--- src/rtl/muldiv_sequencer.sv ---
// Purpose: iterative RV32M multiply/divide engine (radix-2 shift-add / restoring divide) with its sequencing FSM.
// Latency: ready pulses in the 33rd cycle after start is sampled (BITS+1), or in the 1st cycle for div-by-zero/overflow.
// Backpressure: none; start is a level held by the stalled pipeline, ignored while busy; kill aborts without a ready pulse.
module muldiv_sequencer #(
  parameter int BITS = 32
) (
  input  logic            clk,
  input  logic            rst_n,
  input  logic            start,
  input  logic            kill,
  input  logic [2:0]      funct3,
  input  logic [BITS-1:0] rs1,
  input  logic [BITS-1:0] rs2,
  output logic [BITS-1:0] result,
  output logic            ready,
  output logic            busy
);

  typedef enum logic [1:0] {
    IDLE = 2'd0,
    BUSY = 2'd1,
    DONE = 2'd2
  } state_t;

  localparam int CW = $clog2(BITS);
  localparam logic [CW-1:0]   LAST    = CW'(BITS - 1);
  localparam logic [CW-1:0]   CNT_ONE = CW'(1);
  localparam logic [BITS-1:0] MIN_VAL = {1'b1, {(BITS-1){1'b0}}};

  state_t state, state_nxt;

  logic [CW-1:0]     count;
  logic [2:0]        op;
  logic              sign_a, sign_b;
  logic [BITS-1:0]   opnd;      // multiplicand (MUL*) or divisor (DIV*/REM*) magnitude
  logic [2*BITS-1:0] acc;       // product accumulator, or quotient/dividend shifter in the low half
  logic [BITS:0]     rem;       // partial remainder

  // Operand decode at the start edge
  logic            is_div_in, a_signed_in, b_signed_in, sa_in, sb_in;
  logic [BITS-1:0] abs_a, abs_b;
  logic            div_zero, div_ovf, special_in;
  logic [BITS-1:0] special_res;

  assign is_div_in   = funct3[2];
  assign a_signed_in = (funct3 == 3'b001) || (funct3 == 3'b010) ||
                       (funct3 == 3'b100) || (funct3 == 3'b110);
  assign b_signed_in = (funct3 == 3'b001) || (funct3 == 3'b100) || (funct3 == 3'b110);
  assign sa_in       = a_signed_in & rs1[BITS-1];
  assign sb_in       = b_signed_in & rs2[BITS-1];
  // Negating -2^(BITS-1) yields the same bit pattern, which is the correct unsigned magnitude.
  assign abs_a       = sa_in ? -rs1 : rs1;
  assign abs_b       = sb_in ? -rs2 : rs2;

  assign div_zero    = is_div_in && (rs2 == '0);
  assign div_ovf     = ((funct3 == 3'b100) || (funct3 == 3'b110)) &&
                       (rs1 == MIN_VAL) && (rs2 == '1);
  assign special_in  = div_zero || div_ovf;
  // funct3[1] selects the remainder flavours
  assign special_res = funct3[1] ? (div_zero ? rs1 : '0) : (div_zero ? '1 : rs1);

  // One iteration of each algorithm
  logic [BITS:0]     mul_sum;
  logic [2*BITS-1:0] mul_next;
  logic [BITS+1:0]   div_shift, div_diff;
  logic              div_ge;
  logic [BITS:0]     div_rem_next;
  logic [BITS-1:0]   div_q_next;

  assign mul_sum      = {1'b0, acc[2*BITS-1:BITS]} + (acc[0] ? {1'b0, opnd} : '0);
  assign mul_next     = {mul_sum, acc[BITS-1:1]};
  assign div_shift    = {rem, acc[BITS-1]};
  assign div_diff     = div_shift - {2'b00, opnd};
  assign div_ge       = ~div_diff[BITS+1];
  assign div_rem_next = div_ge ? div_diff[BITS:0] : div_shift[BITS:0];
  assign div_q_next   = {acc[BITS-2:0], div_ge};

  // Sign fix-up on the final iteration's values
  logic [2*BITS-1:0] prod;
  logic [BITS-1:0]   quot, remf, final_res;

  assign prod = (sign_a ^ sign_b) ? -mul_next : mul_next;
  assign quot = (sign_a ^ sign_b) ? -div_q_next : div_q_next;
  assign remf = sign_a ? -div_rem_next[BITS-1:0] : div_rem_next[BITS-1:0];

  // Result select by the latched opcode
  always_comb begin
    final_res = '0;
    case (op)
      3'b000:                 final_res = prod[BITS-1:0];
      3'b001, 3'b010, 3'b011: final_res = prod[2*BITS-1:BITS];
      3'b100, 3'b101:         final_res = quot;
      default:                final_res = remf;
    endcase
  end

  // Next-state logic: kill wins over start, DONE always lasts exactly one cycle
  always_comb begin
    state_nxt = state;
    case (state)
      IDLE: if (start && !kill) state_nxt = special_in ? DONE : BUSY;
      BUSY: begin
        if (kill)                state_nxt = IDLE;
        else if (count == LAST)  state_nxt = DONE;
      end
      DONE:    state_nxt = IDLE;
      default: state_nxt = IDLE;
    endcase
  end

  // State register; ready/busy are registered decodes of the next state
  always_ff @(posedge clk or negedge rst_n) begin
    if (!rst_n) begin
      state <= IDLE;
      ready <= 1'b0;
      busy  <= 1'b0;
    end else begin
      state <= state_nxt;
      ready <= (state_nxt == DONE);
      busy  <= (state_nxt != IDLE);
    end
  end

  // Datapath: latch operands on start, iterate while BUSY, capture the result on the way into DONE
  always_ff @(posedge clk or negedge rst_n) begin
    if (!rst_n) begin
      count  <= '0;
      op     <= '0;
      sign_a <= 1'b0;
      sign_b <= 1'b0;
      opnd   <= '0;
      acc    <= '0;
      rem    <= '0;
      result <= '0;
    end else begin
      case (state)
        IDLE: begin
          if (start && !kill) begin
            op     <= funct3;
            sign_a <= sa_in;
            sign_b <= sb_in;
            count  <= '0;
            rem    <= '0;
            opnd   <= is_div_in ? abs_b : abs_a;
            acc    <= {{BITS{1'b0}}, (is_div_in ? abs_a : abs_b)};
            if (special_in) result <= special_res;
          end
        end
        BUSY: begin
          if (!kill) begin
            count <= count + CNT_ONE;
            if (op[2]) begin
              acc <= {{BITS{1'b0}}, div_q_next};
              rem <= div_rem_next;
            end else begin
              acc <= mul_next;
            end
            if (count == LAST) result <= final_res;
          end
        end
        default: ;
      endcase
    end
  end

endmodule
--- config.mk ---
export PLATFORM = sky130hd
export DESIGN_NAME = muldiv_sequencer
export DESIGN_NICKNAME = d
export VERILOG_FILES = /design/src/rtl/muldiv_sequencer.sv
export SDC_FILE = /design/constraint.sdc
export NUM_CORES = 1
export LEC_CHECK = 0
export CELL_PAD_IN_SITES_DETAIL_PLACEMENT = 1
export CELL_PAD_IN_SITES_GLOBAL_PLACEMENT = 1
export CORE_ASPECT_RATIO = 0.7
export CORE_MARGIN = 4
export CORE_UTILIZATION = 45
export DETAILED_ROUTE_END_ITERATION = 8
export PLACE_DENSITY = 0.85
export REMOVE_ABC_BUFFERS = 1
export SETUP_SLACK_MARGIN = 0.1
export SLEW_MARGIN = 25
export SYNTH_ARGS = -nofsm -noshare
export SYNTH_HDL_FRONTEND = slang
export SYNTH_SLANG_ARGS = --single-unit
--- constraint.sdc ---
create_clock -name clk -period 11.2 [get_ports clk]
set_clock_uncertainty 0.2 [all_clocks]
set_input_delay 1.68 -clock clk [delete_from_list [all_inputs] [get_ports clk]]
set_output_delay 1.68 -clock clk [all_outputs]
set_load 0.05 [all_outputs]
==> impl_metrics.py <==
metrics = {
    "outcome": {
        "outcome": "finished clean",
    },
    "clock_network": {
        "path_clk_slew_ns": 0.08,
        "cts_repair_resize_count": 0,
        "number_of_buffers_added_to_fix_hold_violations_after_cts": 0,
        "htree_num_levels": 4,
        "worst_skew_pair.late_latency_ns": 0.47,
        "cts.path.max_buffers": 2,
        "cts.sinks": 175,
        "clock_tree_from_tritoncts": "yes",
        "cts.root.buffer_cell": "sky130_fd_sc_hd__clkbuf_16",
        "cts_setup_buffers": 0,
        "numCtsBuffers": 17,
    },
    "sta": {
        "rsz0062_at_grt": "false",
        "tightest_slew_ns": 1.20,
        "slew_headroom": 0.179,
        "final_setup_violation_count": 0,
        "hold_viol_final": 0,
        "totalNegativeSetupSlack_ns": 0,
        "post-route-min-period_ns": 6.56,
        "final_max_slew_viol_count": 0,
        "max_freq_mhz": 152,
        "layout_worst_path_cycle_share": 0.586,
    },
    "drt": {
        "dr.max_layer_used": "met5",
        "drt_pre_antenna_iters": 7,
        "drc": 0,
        "dr.first_iter.drc_count": 2191,
        "routed_wire_length_per_instance_um": 27.4,
        "wl_met1_um": 36100,
        "dr_total_vias": 20500,
        "vias_per_cell": 6.78,
        "postRouteAntennaNets": 0,
        "dr_wl_met2_um": 34100,
        "drt_wl_total_um": 83000,
        "met3_length_um": 9080,
    },
    "global_route": {
        "grt_remaining_overflow": 0,
        "antenna_found_initial": 1,
        "grt_pass1_wl_um": 126000,
        "maximum_number_of_pins_on_one_net_before_global_route_repair": 82,
        "grt_usage": 0.366,
        "number_of_global_route_vias_before_repair": 20400,
    },
    "worst_setup_path": {
        "timing.critical_path.depth": 18,
        "path_buf_inv": 5,
        "critical_path.max_stage_delay_ns": 1.01,
        "critical_path_top_delay_cell": "sky130_fd_sc_hd__a2111oi_0",
        "path_cells": "inv_1 -> ha_1 -> nand4b_1 -> inv_1 -> a2111oi_0 -> o31ai_1 -> nor3_2 -> buf_4 -> nor2_4 -> buf_4 -> inv_2 -> mux2i_1 -> ha_1 -> o221ai_2 -> nor3_1 -> a21oi_1 -> xor2_1 -> a311oi_1",
        "crit-reg2reg-capture": "result[28]",
        "crit_path_start_kind": "register",
        "critPathCaptureType": "register",
        "r2r_start": "opnd[29]",
        "worstPathMaxFanout": 36,
        "cp_top_family": "compound AO/OA/AOI/OAI gates",
        "crit_type": "register to register",
        "worst_ep_arrival_time_ns": 6.71,
        "r2r_cells": 18,
        "critical_path_required_ns": 11.34,
        "r2r_slack_ns": 4.64,
    },
    "power": {
        "static_power_due_to_leakage_nw": 8.40,
        "ir_worst_vdd_uv": 130,
        "total_power_mw": 3.08,
        "power_per_cell_area_nw_per_um2": 151,
    },
    "logic_synthesis": {
        "synth_seq_cells": 175,
        "synth_most_common_cell": "sky130_fd_sc_hd__nor2_1",
        "yosysTopAreaCellShare": 0.238,
        "synth-edff-count": 0,
        "synth_area_um2": 18400,
        "netlist_instances": 2499,
        "proportion_of_synthesized_chip_area_in_sequential_cells": 0.238,
        "synthDominantAreaCellType": "sky130_fd_sc_hd__dfrtp_1",
        "synth_async_sr_flop_share": 1.00,
        "synthesis.yosys.warnings": 0,
        "netlist-cell-type-count": 98,
        "largest_cells_by_area_after_synthesis": "sky130_fd_sc_hd__dfrtp_1, sky130_fd_sc_hd__a21oi_1, sky130_fd_sc_hd__nor2_1",
        "post_synthesis_area_per_instance_um2": 7.37,
        "synthTopCellsByCount": "sky130_fd_sc_hd__nor2_1, sky130_fd_sc_hd__a21oi_1, sky130_fd_sc_hd__nand2_1, sky130_fd_sc_hd__o21ai_0, sky130_fd_sc_hd__dfrtp_1",
        "synth_top_flop_cell": "sky130_fd_sc_hd__dfrtp_1",
    },
    "floorplan": {
        "die_width_um": 250,
        "std_cell_rows": 61,
        "area_of_the_die_um2": 44300,
        "die_height_um": 177,
        "coreArea_um2": 40100,
        "start_util": 0.460,
        "io-pin-count": 105,
    },
    "hold_path": {
        "hold-path-endpoint": "opnd[18]",
        "worstHoldStart": "opnd[18]",
        "min_delay_path_depth": 2,
        "hp-class": "register to register",
    },
    "placed_design": {
        "place.gp.congestion": 0.976,
        "place.detailed.hpwl_um": 64000,
        "port_buffers": 104,
    },
    "final_layout": {
        "multi_input_comb_area_um2": 13200,
        "sequential_cell_area_um2": 4380,
        "ratio_of_cells_with_drive_above_1_in_the_final_layout": 0.0499,
        "area_overhead_vs_synth_pct": 10.4,
        "final_nets": 2618,
        "n_fill_cell": 4978,
    },
    "job": {
        "cap_violations": 0,
    },
}
cell usage in the layout (no fill, tap or decap), types with 17 or more instances in the layout:
cell type,n
sky130_fd_sc_hd__a211oi_1,24
sky130_fd_sc_hd__a21o_1,37
sky130_fd_sc_hd__a21oi_1,278
sky130_fd_sc_hd__a22o_1,22
sky130_fd_sc_hd__a31oi_1,31
sky130_fd_sc_hd__and2_1,29
sky130_fd_sc_hd__and3_1,26
sky130_fd_sc_hd__buf_4,34
sky130_fd_sc_hd__clkbuf_16,17
sky130_fd_sc_hd__clkdlybuf4s50_1,102
sky130_fd_sc_hd__dfrtp_1,174
sky130_fd_sc_hd__ha_1,72
sky130_fd_sc_hd__inv_1,61
sky130_fd_sc_hd__maj3_1,23
sky130_fd_sc_hd__mux2i_1,56
sky130_fd_sc_hd__nand2_1,223
sky130_fd_sc_hd__nand2b_1,20
sky130_fd_sc_hd__nand3_1,29
sky130_fd_sc_hd__nand4_1,32
sky130_fd_sc_hd__nor2_1,310
sky130_fd_sc_hd__nor3_1,67
sky130_fd_sc_hd__nor4_1,25
sky130_fd_sc_hd__o211ai_1,19
sky130_fd_sc_hd__o21a_1,18
sky130_fd_sc_hd__o21ai_0,205
sky130_fd_sc_hd__o31ai_1,31
sky130_fd_sc_hd__or3_1,29
sky130_fd_sc_hd__xnor2_1,104
sky130_fd_sc_hd__xor2_1,102
flip-flops by register name (all words and copies together), names as in the netlist, 2 cells and up:
name and count:
acc 64, rem 33, opnd 32, result 32, count 5, op 3
state 2
kinds of logic (layout without fill, tap and decap cells):
kind of cell | after synthesis | in the layout | share of synthesized area
multiplexers | 64 | 64 | 0.0355
AND/OR/NAND/NOR | 884 | 884 | 0.229
flip-flops | 175 | 175 | 0.238
XOR/XNOR | 208 | 208 | 0.0989
buffers and inverters | 246 | 233 | 0.0512
adder cells (fa/ha/maj) | 97 | 97 | 0.0636
AO/OA/AOI/OAI | 825 | 825 | 0.284
other | 0 | 1 | 0
worst reg2reg max path, stage by stage, from the launching register on:
cell and delay (ns):
sky130_fd_sc_hd__dfrtp_1 0.38, sky130_fd_sc_hd__inv_1 0.11, sky130_fd_sc_hd__ha_1 0.42, sky130_fd_sc_hd__nand4b_1 0.29, sky130_fd_sc_hd__inv_1 0.08, sky130_fd_sc_hd__a2111oi_0 1.01, sky130_fd_sc_hd__o31ai_1 0.34, sky130_fd_sc_hd__nor3_2 0.24
sky130_fd_sc_hd__buf_4 0.28, sky130_fd_sc_hd__nor2_4 0.04, sky130_fd_sc_hd__buf_4 0.28, sky130_fd_sc_hd__inv_2 0.62, sky130_fd_sc_hd__mux2i_1 0.39, sky130_fd_sc_hd__ha_1 0.46, sky130_fd_sc_hd__o221ai_2 0.30, sky130_fd_sc_hd__nor3_1 0.38
sky130_fd_sc_hd__a21oi_1 0.14, sky130_fd_sc_hd__xor2_1 0.17, sky130_fd_sc_hd__a311oi_1 0.33
cell type report:
| class | instances | area share |
|---|---|---|
| Clock inverter | 14 | 0.00818 |
| Inverter | 64 | 0.0118 |
| Antenna cell | 1 | 0.000123 |
| Multi-Input combinational cell | 2078 | 0.647 |
| Sequential cell | 175 | 0.215 |
| Timing Repair Buffer | 137 | 0.0634 |
| Clock buffer | 18 | 0.0216 |
| Tap cell | 535 | 0.0329 |
report_power, final:
group / total, mW / leakage [nW] / switching, mW / internal [mW]
registers: 0.855 / 2.29 / 0.144 / 0.711
logic: 1.57 / 5.82 / 1.04 / 0.533
clock network: 0.654 / 0.291 / 0.328 / 0.326
total: 3.08 / 8.40 / 1.51 / 1.57
worst max path at each step:
stage                  to  startpoint
6_report       result[28]    opnd[29]
5_1_grt        result[28]    opnd[28]
4_1_cts        result[28]    opnd[29]
3_5_place_dp   result[30]      rs2[6]
3_3_place_gp   result[30]     rs2[13]
2_1_floorplan  result[31]      rs2[1]
metal layers:
layer  vias up  global-route usage
met3       166               0.105
met1     10200               0.519
met4         2               0.148
met2      1075               0.524
li1       9025                   -
met5         -                   0
metrics by stage:
step                cells  cell area, um^2  setup slack [ns]  hold WS, ns   util
floorplan            2317            17700              3.59        0.250      -
global placement     2989            19700              5.17        0.266  0.492
detailed placement   2989            19700              5.01        0.270  0.492
CTS                  3021            20300              4.94        0.288  0.508
global route         3021            20300              4.34        0.306  0.508
finish               3022            20300              4.64        0.285  0.508
No activity file was read; power rests on OpenSTA's default activity.
